## src/rtl/hazard_pkg.sv

```systemverilog
// Shared types and constants for the MIPS pipeline hazard/stall controller.
package hazard_pkg;

  typedef enum logic [1:0] {
    RUN      = 2'd0,
    MEM_WAIT = 2'd1,
    HALT     = 2'd2
  } state_t;

  localparam logic [4:0] REG_ZERO = 5'd0;

  // wait_cnt must be able to hold MEM_TIMEOUT itself.
  function automatic int wait_cnt_w(input int timeout);
    return $clog2(timeout + 1);
  endfunction

endpackage

```

## src/rtl/hazard_sequencer_load_use_detect.sv

```systemverilog
// Load-use comparator: a load in ID/EX whose target is read by the instruction in ID.
module load_use_detect
  import hazard_pkg::*;
(
  input  logic [4:0] id_rs,
  input  logic [4:0] id_rt,
  input  logic       id_uses_rt,
  input  logic       ex_mem_read,
  input  logic [4:0] ex_rt,
  output logic       hazard
);

  logic rs_match, rt_match;

  assign rs_match = (ex_rt == id_rs);
  assign rt_match = id_uses_rt && (ex_rt == id_rt);
  // $zero never carries a real dependency.
  assign hazard   = ex_mem_read && (ex_rt != REG_ZERO) && (rs_match || rt_match);

endmodule

```

## src/rtl/hazard_sequencer.sv

```systemverilog
// Pipeline hazard/stall controller: load-use stalls, data-memory wait states, branch flush, timeout halt.
module hazard_sequencer
  import hazard_pkg::*;
#(
  parameter int MEM_TIMEOUT = 16,
  parameter int CNT_W       = 16
) (
  input  logic             clk,
  input  logic             rst_n,
  input  logic [4:0]       ID_Rs,
  input  logic [4:0]       ID_Rt,
  input  logic             ID_UsesRt,
  input  logic             ID_BranchTaken,
  input  logic             EX_MemRead,
  input  logic [4:0]       EX_Rt,
  input  logic             MEM_Access,
  input  logic             mem_ack,
  output logic             mem_req,
  output logic             PC_Write,
  output logic             IFID_Write,
  output logic             IDEX_Write,
  output logic             EXMEM_Write,
  output logic             IFID_Flush,
  output logic             IDEX_Bubble,
  output logic             MEMWB_Bubble,
  output logic             mem_err,
  output logic [CNT_W-1:0] stall_cycles
);

  localparam int WAIT_W = wait_cnt_w(MEM_TIMEOUT);
  localparam logic [WAIT_W-1:0] WAIT_LAST = WAIT_W'(MEM_TIMEOUT);

  state_t            state, state_nxt;
  logic [WAIT_W-1:0] wait_cnt, wait_cnt_nxt;
  logic              mem_hold;
  logic              lu_raw, load_use;

  load_use_detect u_lud (
    .id_rs       (ID_Rs),
    .id_rt       (ID_Rt),
    .id_uses_rt  (ID_UsesRt),
    .ex_mem_read (EX_MemRead),
    .ex_rt       (EX_Rt),
    .hazard      (lu_raw)
  );

  // Hold is asserted from the very first cycle of a non-zero-wait access so EX/MEM keeps the access.
  always_comb begin
    state_nxt    = state;
    wait_cnt_nxt = wait_cnt;
    mem_hold     = 1'b0;
    case (state)
      RUN: begin
        if (MEM_Access && !mem_ack) begin
          mem_hold     = 1'b1;
          state_nxt    = MEM_WAIT;
          wait_cnt_nxt = WAIT_W'(1);
        end
      end
      MEM_WAIT: begin
        if (mem_ack) begin
          state_nxt    = RUN;
          wait_cnt_nxt = '0;
        end else begin
          mem_hold = 1'b1;
          if (wait_cnt == WAIT_LAST) state_nxt = HALT;
          else                       wait_cnt_nxt = wait_cnt + WAIT_W'(1);
        end
      end
      HALT:    mem_hold = 1'b1;
      default: begin
        mem_hold  = 1'b1;
        state_nxt = RUN;
      end
    endcase
  end

  assign load_use = lu_raw && (state == RUN) && !mem_hold;

  always_comb begin
    mem_req      = MEM_Access && (state != HALT);
    PC_Write     = !(mem_hold || load_use);
    IFID_Write   = !(mem_hold || load_use);
    IDEX_Write   = !mem_hold;
    EXMEM_Write  = !mem_hold;
    MEMWB_Bubble = mem_hold;
    IDEX_Bubble  = load_use;
    IFID_Flush   = ID_BranchTaken && !mem_hold && !load_use;
  end

  always_ff @(posedge clk or negedge rst_n) begin
    if (!rst_n) begin
      state        <= RUN;
      wait_cnt     <= '0;
      mem_err      <= 1'b0;
      stall_cycles <= '0;
    end else begin
      state    <= state_nxt;
      wait_cnt <= wait_cnt_nxt;
      mem_err  <= mem_err || (state_nxt == HALT);
      if (!PC_Write && (stall_cycles != '1))
        stall_cycles <= stall_cycles + CNT_W'(1);
    end
  end

endmodule

```

## config.mk

```make
export PLATFORM = sky130hd
export DESIGN_NAME = hazard_sequencer
export DESIGN_NICKNAME = d
export VERILOG_FILES = /design/src/rtl/hazard_pkg.sv /design/src/rtl/hazard_sequencer_load_use_detect.sv /design/src/rtl/hazard_sequencer.sv
export SDC_FILE = /design/constraint.sdc
export NUM_CORES = 1
export LEC_CHECK = 0
export CAP_MARGIN = 20
export CELL_PAD_IN_SITES_DETAIL_PLACEMENT = 1
export CELL_PAD_IN_SITES_GLOBAL_PLACEMENT = 2
export CORE_MARGIN = 1.5
export CORE_UTILIZATION = 27
export CTS_CLUSTER_SIZE = 12
export DETAILED_ROUTE_END_ITERATION = 16
export PLACE_DENSITY = 0.81
export SLEW_MARGIN = 20
export SYNTH_ARGS = -nofsm -noshare
export SYNTH_HDL_FRONTEND = slang
export SYNTH_SLANG_ARGS = --single-unit
```

## constraint.sdc

```tcl
create_clock -name clk -period 2.9 [get_ports clk]
set_clock_uncertainty 0.1 [all_clocks]
set_input_delay 0.58 -clock clk [delete_from_list [all_inputs] [get_ports clk]]
set_output_delay 0.58 -clock clk [all_outputs]
set_load 0.005 [all_outputs]
```

==> impl_metrics.csv <==
group,metric,value,unit
die,die_h,75.49,um
power,powerDensity,509.6,nW/um^2
cells_and_area,multiInputGateArea,787.0,um^2
timing,relSlewSlack,48.94,%
synthesis,synth_fa_ha_area_share,2.646,%
grt,grt_usage,14.51,%
clocking,cts_tree,"yes",
timing,fin_crit_sh,96.74,%
hold_path,holdCritPathClass,"flip-flop to flip-flop",
grt,grt_pass1_vias,1375,
power,p_leak,0.9162,nW
synthesis,synth_cell_type_count,40,
clocking,clock-sinks,24,
synthesis,ys_seq_area_share,42.33,%
die,die_area,5699,um^2
synthesis,syn_area_per_cell,9.718,um^2
grt,grt_pass1_wl,6.354,mm
power,pwr-share-comb,33.4,%
power,power.internal,0.7416,mW
grt,grt_use_met3,2.249,%
timing,rsz0062_at_grt,"no",
power,seq_power_share,44.7,%
grt,gr-total-overflow,0,
synthesis,netlist_area,1419,um^2
hold_path,hold_path_depth,1,
cells_and_area,seqCellArea,600.6,um^2
clocking,clk_pin_slew_worst_paths,0.08,ns
clocking,cts_root_buffer,"clkbuf_8",
grt,antenna_found_initial,0,
clocking,clk_latency,0.27,ns
detailed_routing,drtAntennaViolNets,0,
placement,place_hpwl,3.120,mm
grt,grt_max_degree,25,
die,rows,26,
clocking,numCtsBuffers,3,
die,io_pins,47,
timing,finalSetupViolCount,0,
worst_setup_path,critPathCaptureType,"primary output",
cells_and_area,antenna_cells,0,
outcome,status,"finished clean",
cells_and_area,area_growth,48.06,%
synthesis,synth_cells,146,
synthesis,synthMuxAreaShare,1.852,%
detailed_routing,drt-vias-per-instance,4.719,
synthesis,synth_top_family_by_area,"simple AND/OR/NAND/NOR gates",
die,die_x,75.49,um
detailed_routing,num_vias,1293,
timing,hold_viol,0,
timing,tightest_slew,0.7556,ns
detailed_routing,routed_wl,3.876,mm
synthesis,synth_fp_nets,171,
power,swShare,30.73,%
synthesis,yosys.area_share.xor_xnor,13.58,%
power,peakVddDrop,0.1803,mV
timing,finalMaxSlewViolations,0,
die,initial_core_util,27.96,%
run,cap_violations,0,
synthesis,ys.flop_type,"dfrtp_1",
placement,gp_congestion,0.8343,
power,clockPowerShare,21.9,%
synthesis,yosysWarnings,0,
power,p_switching,0.3290,mW
cells_and_area,drive_gt1_share,19.61,%
worst_setup_path,rr_worst_depth,8,
synthesis,ys_seq_elements,24,
die,coreArea,5075,um^2
clocking,cts_buffer_depth,2,
synthesis,synth-simple-area-share,25.84,%
worst_setup_path,required,2.22,ns
cells_and_area,nNetsFinal,230,
clocking,htreeDepth,1,
cells_and_area,fillers,606,
detailed_routing,drt-initial-drc-count,45,
detailed_routing,drt_drc_violations_left,0,
synthesis,async_reset_ff_share,100.0,%
grt,top_usage_layer,"met2",
synthesis,synth_compound_area_share,9.700,%
worst_setup_path,cp_max_fo,3,
grt,grt_util_met1,17.25,%
worst_setup_path,crit_arrival,2.13,ns
timing,hold_ws,0.3867,ns
timing,max_freq,356.5,MHz
detailed_routing,wl_per_cell,14.15,um
timing,layout_setup_ws,0.09458,ns
cells_and_area,final_common_cell,"clkdlybuf4s50_1",
detailed_routing,drtPass1Iterations,4,
worst_setup_path,startpoint_type,"primary input",
placement,io_buffers,46,
placement,place_ws,-0.4284,ns
timing,min_period,2.805,ns
synthesis,synth_edf_count,0,
grt,grt_util_met2,26.80,%
worst_setup_path,crit_type,"primary input to primary output",
cells_and_area,mostFrequentLayoutCells,"clkdlybuf4s50_1 (35), dfrtp_1 (24), xor2_1 (15)",
==> path summary, 6_finish.rpt <==
| path | slack, ns | start | end |
|---|---|---|---|
| setup / recovery | 0.09 | EX_Rt[2] | IFID_Flush |
| hold / removal | 0.39 | mem_err | mem_err |
| setup reg to reg | 0.64 | wait_cnt[0] | wait_cnt[3] |
| hold reg to reg | 0.39 | mem_err | mem_err |
| max in group asynchronous | 1.87 | rst_n | stall_cycles[13] |
| min in group asynchronous | 0.59 | rst_n | mem_err |
==> critical path, stage by stage <==
cell	delay (ns)
dlygate4sd2_1	0.27
or4_4	0.52
o211ai_1	0.25
buf_4	0.16
or2_4	0.11
and3_1	0.15
buf_2	0.10
==> Yosys cell counts (2+ instances only) <==
library cell / number / area [um^2]
xor2_1: 15 / 131.4
and3_4: 2 / 22.52
inv_1: 6 / 22.52
nor3_1: 2 / 10.01
buf_4: 2 / 15.01
dfrtp_1: 24 / 600.6
nand4_1: 6 / 37.54
and2_1: 2 / 12.51
and3_1: 4 / 25.02
a21oi_1: 8 / 40.04
or2_2: 2 / 12.51
nand3_2: 2 / 20.02
a21boi_0: 2 / 15.01
xnor2_1: 7 / 61.31
nor2_1: 13 / 48.80
nand3_1: 7 / 35.03
ha_1: 3 / 37.54
a31oi_1: 3 / 18.77
nand2_1: 11 / 41.29
o22a_1: 2 / 17.52
and3_2: 3 / 22.52
nand2b_1: 2 / 12.51
==> repair_timing <==
item / in CTS / in global routing
endpoints found under the setup margin: 4 / 6
pin swaps: 5 / 5
gates resized for setup: 17 / 9
hold buffers: 0 / 0
buffers inserted: 1 / 0
==> power groups by stage <==
stage	combinational [mW]	clock, mW	sequential [mW]
CTS	0.362	0.242	0.479
detailed placement	0.363	0	0.487
global route	0.399	0.255	0.490
finish	0.358	0.234	0.479
global placement	0.349	0	0.479
floorplan	0.160	0	0.470
==> flip-flops by register name, indices dropped and copies added (netlist names) <==
name and flops:
mem_err 1, state 2, stall_cycles 16, wait_cnt 5
==> cell families (layout without fill, tap and decap cells) <==
logic type | count (synthesis) | count (layout)
compound gates | 21 | 21
xor+xnor | 22 | 22
fa+ha+maj | 3 | 3
buf+inv | 11 | 69
flops | 24 | 24
mux | 2 | 2
simple gates | 63 | 63
==> cell type report <==
| type | count | share of cell area (%) |
|---|---|---|
| flip-flops and latches | 24 | 28.59 |
| multi-input cells | 111 | 37.46 |
| repair buffers | 59 | 26.09 |
| well taps | 70 | 4.169 |
| inverters | 6 | 1.072 |
| clock buffers | 4 | 2.621 |
==> metal layers <==
| layer | wire (um) | share of wire, % | up-vias |
|---|---|---|---|
| met5 | 0 | 0 | - |
| met4 | 72 | 1.9 | 0 |
| met3 | 146 | 3.8 | 7 |
| met2 | 2036 | 53 | 33 |
| met1 | 1621 | 42 | 622 |
| li1 | - | - | 631 |
==> per-stage QoR <==
step	TNS, ns	total power, mW	instances	cell area, um^2	util (%)
final	0	1.071	274	2101	41.40
after global routing	0	1.144	274	2101	41.40
after CTS	0	1.084	274	2082	41.03
after detailed placement	-1.563	0.8498	269	2022	39.84
after global placement	-1.285	0.8283	269	2022	39.84
after floorplan	0	0.6299	146	1419	-
(Power assumes the default switching activity.)
